[src/rtl/microwave_countdown_pkg.sv]
// Shared types and constants for the microwave countdown timer.
// The PAUSE encoding is always present; it is only reachable with MICROWAVE_PAUSE_EN.
package microwave_pkg;

    typedef enum logic [1:0] {
        ST_IDLE  = 2'd0,
        ST_RUN   = 2'd1,
        ST_PAUSE = 2'd2,
        ST_DONE  = 2'd3
    } state_t;

    typedef logic [3:0] bcd_t;

    localparam bcd_t SEC_TENS_WRAP = 4'd5;
    localparam bcd_t BCD_WRAP      = 4'd9;

    function automatic logic is_bcd_digit(input logic [3:0] d);
        return d <= BCD_WRAP;
    endfunction

endpackage

[src/rtl/microwave_countdown_bcd_dec4.sv]
// Combinational mm:ss BCD decrement with per-position wrap limits.
// o_zero flags the input time as 00:00; o_last flags a result of 00:00.
module bcd_dec4
    import microwave_pkg::*;
(
    input  bcd_t i_min_tens,
    input  bcd_t i_min_ones,
    input  bcd_t i_sec_tens,
    input  bcd_t i_sec_ones,
    output bcd_t o_min_tens,
    output bcd_t o_min_ones,
    output bcd_t o_sec_tens,
    output bcd_t o_sec_ones,
    output logic o_zero,
    output logic o_last
);

    logic w_b0;
    logic w_b1;
    logic w_b2;

    // Borrows ripple through all four positions in a single cycle.
    always_comb begin
        w_b0 = (i_sec_ones == '0);
        w_b1 = w_b0 && (i_sec_tens == '0);
        w_b2 = w_b1 && (i_min_ones == '0);

        o_sec_ones = w_b0 ? BCD_WRAP : i_sec_ones - 4'd1;
        o_sec_tens = i_sec_tens;
        if (w_b0) begin
            o_sec_tens = (i_sec_tens == '0) ? SEC_TENS_WRAP : i_sec_tens - 4'd1;
        end
        o_min_ones = i_min_ones;
        if (w_b1) begin
            o_min_ones = (i_min_ones == '0) ? BCD_WRAP : i_min_ones - 4'd1;
        end
        o_min_tens = w_b2 ? i_min_tens - 4'd1 : i_min_tens;

        o_zero = ({i_min_tens, i_min_ones, i_sec_tens, i_sec_ones} == '0);
        o_last = ({o_min_tens, o_min_ones, o_sec_tens, o_sec_ones} == '0);
    end

endmodule

[src/rtl/microwave_countdown.sv]
// BCD mm:ss countdown timer driven by divider-chain ticks, keypad digits and door/stop events.
// Optional macro MICROWAVE_PAUSE_EN adds a PAUSE state that holds time and prescaler.
module microwave_countdown
    import microwave_pkg::*;
#(
    parameter int unsigned TICK_DIV = 1
) (
    input  logic       clk,
    input  logic       rst_n,
    input  logic       tick_i,
    input  logic [3:0] digit_in,
    input  logic       digit_valid,
    input  logic       start,
    input  logic       stop,
    input  logic       clear,
    input  logic       door_open,
    output logic [3:0] min_tens,
    output logic [3:0] min_ones,
    output logic [3:0] sec_tens,
    output logic [3:0] sec_ones,
    output logic       running,
    output logic       zero,
    output logic       done
);

    localparam logic [7:0] PRESC_LAST = 8'(TICK_DIV - 1);

    state_t     r_state;
    logic [7:0] r_presc;
    bcd_t       r_mt, r_mo, r_st, r_so;
    logic       r_running, r_zero, r_done;

    state_t     w_state_nxt;
    logic [7:0] w_presc_nxt;
    bcd_t       w_mt_nxt, w_mo_nxt, w_st_nxt, w_so_nxt;
    logic       w_running_nxt, w_zero_nxt, w_done_nxt;

    bcd_t       w_dec_mt, w_dec_mo, w_dec_st, w_dec_so;
    logic       w_is_zero, w_dec_last;
    logic       w_digit_ok;

    bcd_dec4 u_dec (
        .i_min_tens (r_mt),
        .i_min_ones (r_mo),
        .i_sec_tens (r_st),
        .i_sec_ones (r_so),
        .o_min_tens (w_dec_mt),
        .o_min_ones (w_dec_mo),
        .o_sec_tens (w_dec_st),
        .o_sec_ones (w_dec_so),
        .o_zero     (w_is_zero),
        .o_last     (w_dec_last)
    );

    assign w_digit_ok = digit_valid && is_bcd_digit(digit_in);

    always_ff @(posedge clk) begin
        if (!rst_n) begin
            r_state   <= ST_IDLE;
            r_presc   <= '0;
            r_mt      <= '0;
            r_mo      <= '0;
            r_st      <= '0;
            r_so      <= '0;
            r_running <= 1'b0;
            r_zero    <= 1'b1;
            r_done    <= 1'b0;
        end else begin
            r_state   <= w_state_nxt;
            r_presc   <= w_presc_nxt;
            r_mt      <= w_mt_nxt;
            r_mo      <= w_mo_nxt;
            r_st      <= w_st_nxt;
            r_so      <= w_so_nxt;
            r_running <= w_running_nxt;
            r_zero    <= w_zero_nxt;
            r_done    <= w_done_nxt;
        end
    end

    always_comb begin
        w_state_nxt = r_state;
        w_presc_nxt = r_presc;
        w_mt_nxt    = r_mt;
        w_mo_nxt    = r_mo;
        w_st_nxt    = r_st;
        w_so_nxt    = r_so;

        if (clear) begin
            w_state_nxt = ST_IDLE;
            w_presc_nxt = '0;
            {w_mt_nxt, w_mo_nxt, w_st_nxt, w_so_nxt} = '0;
        end else begin
            case (r_state)
                ST_IDLE: begin
                    if (start && !stop) begin
                        if (!w_is_zero && !door_open) begin
                            w_state_nxt = ST_RUN;
                            w_presc_nxt = '0;
                        end
                    end else if (!stop && w_digit_ok) begin
                        w_mt_nxt = r_mo;
                        w_mo_nxt = r_st;
                        w_st_nxt = r_so;
                        w_so_nxt = digit_in;
                    end
                end
                ST_RUN: begin
                    if (stop || door_open) begin
`ifdef MICROWAVE_PAUSE_EN
                        w_state_nxt = ST_PAUSE;
`else
                        w_state_nxt = ST_IDLE;
                        w_presc_nxt = '0;
                        if (stop) begin
                            {w_mt_nxt, w_mo_nxt, w_st_nxt, w_so_nxt} = '0;
                        end
`endif
                    end else if (tick_i) begin
                        if (r_presc == PRESC_LAST) begin
                            w_presc_nxt = '0;
                            {w_mt_nxt, w_mo_nxt, w_st_nxt, w_so_nxt} =
                                {w_dec_mt, w_dec_mo, w_dec_st, w_dec_so};
                            if (w_dec_last) begin
                                w_state_nxt = ST_DONE;
                            end
                        end else begin
                            w_presc_nxt = r_presc + 8'd1;
                        end
                    end
                end
`ifdef MICROWAVE_PAUSE_EN
                ST_PAUSE: begin
                    if (stop) begin
                        w_state_nxt = ST_IDLE;
                        w_presc_nxt = '0;
                        {w_mt_nxt, w_mo_nxt, w_st_nxt, w_so_nxt} = '0;
                    end else if (start && !door_open) begin
                        w_state_nxt = ST_RUN;
                    end
                end
`endif
                ST_DONE: begin
                    w_state_nxt = ST_IDLE;
                    w_presc_nxt = '0;
                    {w_mt_nxt, w_mo_nxt, w_st_nxt, w_so_nxt} = '0;
                end
                default: begin
                    w_state_nxt = ST_IDLE;
                    w_presc_nxt = '0;
                    {w_mt_nxt, w_mo_nxt, w_st_nxt, w_so_nxt} = '0;
                end
            endcase
        end
    end

    // Flags are computed from next-state values so they line up with the registered digits.
    always_comb begin
        w_running_nxt = (w_state_nxt == ST_RUN);
        w_done_nxt    = (w_state_nxt == ST_DONE);
        w_zero_nxt    = ({w_mt_nxt, w_mo_nxt, w_st_nxt, w_so_nxt} == '0);
    end

    assign min_tens = r_mt;
    assign min_ones = r_mo;
    assign sec_tens = r_st;
    assign sec_ones = r_so;
    assign running  = r_running;
    assign zero     = r_zero;
    assign done     = r_done;

endmodule

[config.mk]
export PLATFORM = sky130hd
export DESIGN_NAME = microwave_countdown
export DESIGN_NICKNAME = d
export VERILOG_FILES = /design/src/rtl/microwave_countdown_pkg.sv /design/src/rtl/microwave_countdown_bcd_dec4.sv /design/src/rtl/microwave_countdown.sv
export SDC_FILE = /design/constraint.sdc
export NUM_CORES = 1
export LEC_CHECK = 0
export CAP_MARGIN = 10
export CORE_AREA = 2 2 65 73
export DETAILED_ROUTE_END_ITERATION = 10
export DIE_AREA = 0 0 67 75
export MAX_ROUTING_LAYER = met4
export PLACE_DENSITY = 0.88
export SLEW_MARGIN = 10
export SYNTH_ARGS = -nofsm -noshare
export SYNTH_HDL_FRONTEND = slang
export SYNTH_SLANG_ARGS = --single-unit
[constraint.sdc]
create_clock -name clk -period 3.45 [get_ports clk]
set_input_delay 0.345 -clock clk [delete_from_list [all_inputs] [get_ports clk]]
set_output_delay 0.345 -clock clk [all_outputs]
set_load 0.02 [all_outputs]
---- Word-level counts from Yosys, hierarchy flattened ----
Cells that the tools add are included.
Widths: inputs -> output; s select.
storage, ports and cells
  bits in registers ....................... 29
  bits of input ports ..................... 12
  word-level logic and storage cells ...... 94
operators by class
  add/sub/neg operators ................... 5
  magnitude comparators ................... 1
  equality and inequality tests ........... 6
  mux-type cells .......................... 52
  bitwise operators ....................... 1
  reduce and logical (&&, ||, !) cells .... 20
operator list
  kind                 number
  $mux 4               34
  $logic_not 16->1     3
  $mux 8               5
  $pmux 4 s2           4
  $pmux 8 s2           1
  $sub 4x1->4 const B  4
  $mux 2               7
  $logic_not 4->1      3
  $add 8x1->8 const B  1
  $logic_not 8->1      1
  $logic_and 1x1->1    6
  $eq 2x1->1 const B   2
  $le 4x4->1 const B   1
  $ne 2x2->1 const B   2
  $pmux 2 s2           1
  $logic_not 1->1      3
  $ne 3x3->1 const B   1
  $reduce_and 3->1     1
  $eq 2x2->1 const B   1
  $logic_not 2->1      1
  $reduce_or 2->1      1
  $logic_or 1x1->1     1
  $not 1->1            1

---- Logic depth before layout (Yosys ltp) ----
  depth in word-level cells ............... 12
  depth in mapped cells ................... 12
  mapped depth without buffers ............ 9

---- Cells and area by module ----
Synthesis repeated with hierarchy kept, for this count alone.
second synthesis, totals
  cell total of the unflattened synthesis .. 243
  area total of the unflattened synthesis .. 2113.3 sq um
modules (own cells, without submodules)
  module               instances  cells an instance  area each (sq um)  sequential area each (sq um)
  microwave_countdown  1          187                1705.4             580.6
  bcd_dec4             1          56                 407.9              0.0

---- Worst setup path after synthesis ----
No wires, ideal clock.
  path type ............................... flip-flop to flip-flop
  start ................................... reg r_so[0], in the netlist sec_ones[0]
  end ..................................... reg r_running, in the netlist running
  arrival time ............................ 2512 ps
  data required time ...................... 3335 ps
  setup slack ............................. 823 ps
  stages on the path, launching flop included .. 12
  buffers on the path ..................... 3
  period minus slack after synthesis ...... 2627 ps
  path through ............................ dfxtp_1 > clkbuf_1 > inv_1 > ha_1 > clkbuf_2 > or3b_2 > clkbuf_1 > nor3_1 > a31oi_1 > a2111oi_0 > nand4_1 > and2_1
on the way
  cells in the longest elaborated chain, start to end .. 12
  elaborated cells on any way between the ends .. 21
  classes of those cells .................. add/sub: 1; eq/ne: 1; mux: 12; reduce/logical: 7
RTL lines
  element                                              line                        source
  from (decl)                                          microwave_countdown.sv:30   bcd_t r_mt, r_mo, r_st, r_so;
  from (signal assigned)                               microwave_countdown.sv:74   r_so <= w_so_nxt;
  branches (longest 9 deep; another with $sub 4x1->4)  -
  $pmux 2 s2 *                                         microwave_countdown.sv:94   case (r_state)
  $mux 2 *                                             microwave_countdown.sv:89   if (clear) begin
  $eq 2x1->1 *                                         microwave_countdown.sv:159  w_running_nxt = (w_state_nxt == ST_RUN);
  to (signal assigned)                                 microwave_countdown.sv:75   r_running <= w_running_nxt;
  to (decl)                                            microwave_countdown.sv:31   logic r_running, r_zero, r_done;
Mark *: on every way between the ends.
A chain may end at the register's enable or synchronous reset.

---- Final worst setup path ----
  start ................................... reg r_so[1], in the netlist sec_ones[1]
  end ..................................... reg r_zero, in the netlist zero
on the way
  cells in the longest elaborated chain, start to end .. 10
  elaborated cells on any way between the ends .. 34
  classes of those cells .................. add/sub: 1; mux: 29; reduce/logical: 4
RTL lines
  element                                              line                        source
  branches (longest 9 deep; another with $sub 4x1->4)  -
  $logic_not 16->1 *                                   microwave_countdown.sv:161  w_zero_nxt = ({w_mt_nxt, w_mo_nxt, w_st_nxt, w_so_nxt} == '0);
  to (signal assigned)                                 microwave_countdown.sv:76   r_zero <= w_zero_nxt;
  to (decl)                                            microwave_countdown.sv:31
Marks and branches as above.

==> summary.txt <==
Run status
  – Run status: finished clean

Logic synthesis
  – Post-Syn Area per Cell: 7.76 um^2
  – Number of synthesized flops with an enable pin: 0
  – Seq/Total Area, Yosys: 25.5%
  – Count leader, synth: nor2_1
  – Post-synth top area share: 25.5%
  – Yosys cell types: 68
  – Syn_nets: 313
  – Cells after Synth: 293
  – Ranking of synthesized cells by area: dfxtp_1 (26%), nor2_1 (8.3%), ha_1 (4.4%)
  – Mapped Area: 2270 um^2
  – Top_reg_cell synth: dfxtp_1
  – Ys Warns: 0
  – Post-synth ARST share: 0%
  – Top post-synthesis cells by count: nor2_1 (50), dfxtp_1 (29), nand2_1 (19)
  – Yosys top cell by area: dfxtp_1
  – Flops & latches, synth: 29

Placement
  – IO Port Bufs: 30
  – Dpl hpwl: 5140 um
  – Placed Area: 2600 um^2
  – GPL Wtd Cong: 1.03

Finish
  – Inserted Diodes: 0
  – Layout cells sized above 1: 11.1%
  – Post-route cell area: between 2000 and 3000 um^2
  – Nets: 344
  – Post-Route Utilization: 63.1%
  – P&R area growth vs syn: 18.1%

Clocking
  – Root Buffer Master: clkbuf_8
  – Cts bufs inserted: 5
  – Worst-Skew Late Latency: 0.28 ns
  – H-tree lvl count: 2
  – Post-cts gate resize count: 0
  – CTS Buffer Depth: 2
  – Reg clk slew, reported paths: 0.06 ns
  – CTS tree: built
  – Cts-stage hold buffer count: 0
  – Number of setup buffers added after CTS: 0
  – CTS sink cnt: 29

Floorplan
  – Die H: approximately 75 um
  – I/O Pins: 31
  – Row count: 25
  – Core area: 4250 um^2
  – Die ar.: 5030 um^2
  – Die Wd: 67 um
  – Initial Utilization: 53.5%

Route
  – Initial DRC Count: 351
  – Drt pass-1 iters: 7
  – ANT nets after route: 0
  – Total number of vias: between 2k and 2.5k
  – WL per Instance: 18.2 um
  – Final WL: approximately 7000 um
  – Vias per std cell: roughly 6.5
  – DRC errors left: 0

STA
  – Peak Freq: 0.324 GHz
  – Slew Viols, Final: 0
  – Unrepaired setup endpoints after global routing: no
  – Setup Skew: 0.00665 ns
  – Worst slew pin tran: around 0.9 ns
  – Setup_tns: 0 ns
  – # setup viols final: 0
  – Slew headroom: between 30% and 40%
  – Post-route clock period utilization: 89.6%
  – Min Tclk post-route: roughly 3.1 ns
  – Fin. Hold Viols: 0
  – Tightest hold margin: 0.542 ns

Global routing
  – Vias in the first global route: 2208
  – First-pass GRT wire length: between 10000 and 15000 um
  – Initial antenna violation count: 0
  – Total grt overflow: 0
  – Gr usage total: 29.5%
  – Largest net degree at the start of global routing: 14

Pwr
  – Power Density: approximately 260 nW/um^2
  – Seq pwr share: 48.2%
  – Sw Share: around 25%
  – Combinational fraction of design power: approximately an eighth
  – Power after layout: 0.698 mW
  – Peak supply drop: 324 uV
  – Internal power: around 0.53 mW
  – Leakage: slightly below 1 nW
  – Clk pwr share: 39.8%
  – Net switching power: around 0.17 mW

Worst setup path
  – WP data required: 3.65 ns
  – CP max stage cell: nor3b_1
  – Crit. End Element: flip-flop
  – Critical path peak fanout: 9
  – Crit path largest cell delay: 0.63 ns
  – Startpoint Class: flip-flop
  – CP Cell Sequence: inv_1 > ha_1 > nor3b_1 > nand3_1 > o311ai_1 > o311a_2 > nand4_1 > o41a_1 > o31ai_2
  – WP data arrival: 3.29 ns
  – Worst Setup Path Type: flip-flop to flip-flop

Flow run
  – Max-cap violation count: 0

Worst hold path
  – Worst min path class: flip-flop to flip-flop
## worst max-delay path: cells and delay by family, from the launching register on
kind / cells / cell delay [ns]
buf+inv: 1 / 0.14
fa+ha+maj: 1 / 0.32
flops: 1 / 0.35
compound gates: 4 / 1.14
simple gates: 3 / 1.06
## flip-flops by register name, summed over array words and instances (netlist names)
register  flops
done          1
running       1
r_state       2
min_ones      4
r_presc       8
zero          1
min_tens      4
sec_tens      4
sec_ones      4
## per-layer routing
layer	wire length, um	global-route usage, %	up-vias
met5	0	-	-
met4	110	7.71	0
met3	796	5.98	16
met2	3100	44.8	168
met1	2860	40.1	1144
li1	-	-	1140
## cell families after synthesis
group / synth area share [%]
muxes: 2.26
and+or+nand+nor: 34.7
adders and majority gates: 4.40
AOI/OAI and AO/OA: 22.5
buffers and inverters: 6.82
xor gates and xnor gates: 3.85
DFF: 25.5
## placed cells by master, fill, tap and decap left out, types with 3 or more instances in the layout
master / count
o21ai_0: 13
clkdlybuf4s50_1: 30
nand3_1: 7
mux2i_1: 4
inv_1: 14
or2_2: 5
nor3b_1: 5
clkbuf_8: 6
ha_1: 8
o22ai_1: 5
xor2_1: 8
o21a_1: 5
or3b_2: 3
nand4_1: 15
and2_1: 3
a31oi_1: 5
nor3_1: 7
buf_4: 8
nor2b_1: 3
nor2_1: 50
a211oi_1: 3
a21oi_1: 13
dfxtp_1: 29
nand2_1: 19
## cell type report
cell class              count  area [um^2]
inverters                  14         52.6
fillers                   379         1570
well taps                  54         67.6
clock buffers               7         86.3
repair buffers             38          360
flip-flops and latches     29          581
multi-input cells         236         1540
## through the flow
step	std cells	worst slack (ns)
finish	378	0.359
global route	378	0.252
CTS	378	0.440
detailed placement	371	0.427
global placement	371	0.398
floorplan	293	0.823
## path summary, 6_finish.rpt
kind,slack [ns],depth (start not counted),from,end
hold reg to reg,0.54,2,r_presc[7],r_presc[7]
setup reg to reg,0.36,9,sec_ones[1],zero
setup / recovery,0.36,9,sec_ones[1],zero
hold / removal,0.54,2,r_presc[7],r_presc[7]
## power by group through the flow
stage               logic (mW)  clock network, mW  registers [mW]
global placement        0.0815                  0           0.344
finish                  0.0835              0.278           0.337
detailed placement      0.0811                  0           0.344
global route            0.0881              0.295           0.337
CTS                     0.0814              0.281           0.337
floorplan               0.0466                  0           0.345
(Power assumes the default switching activity.)
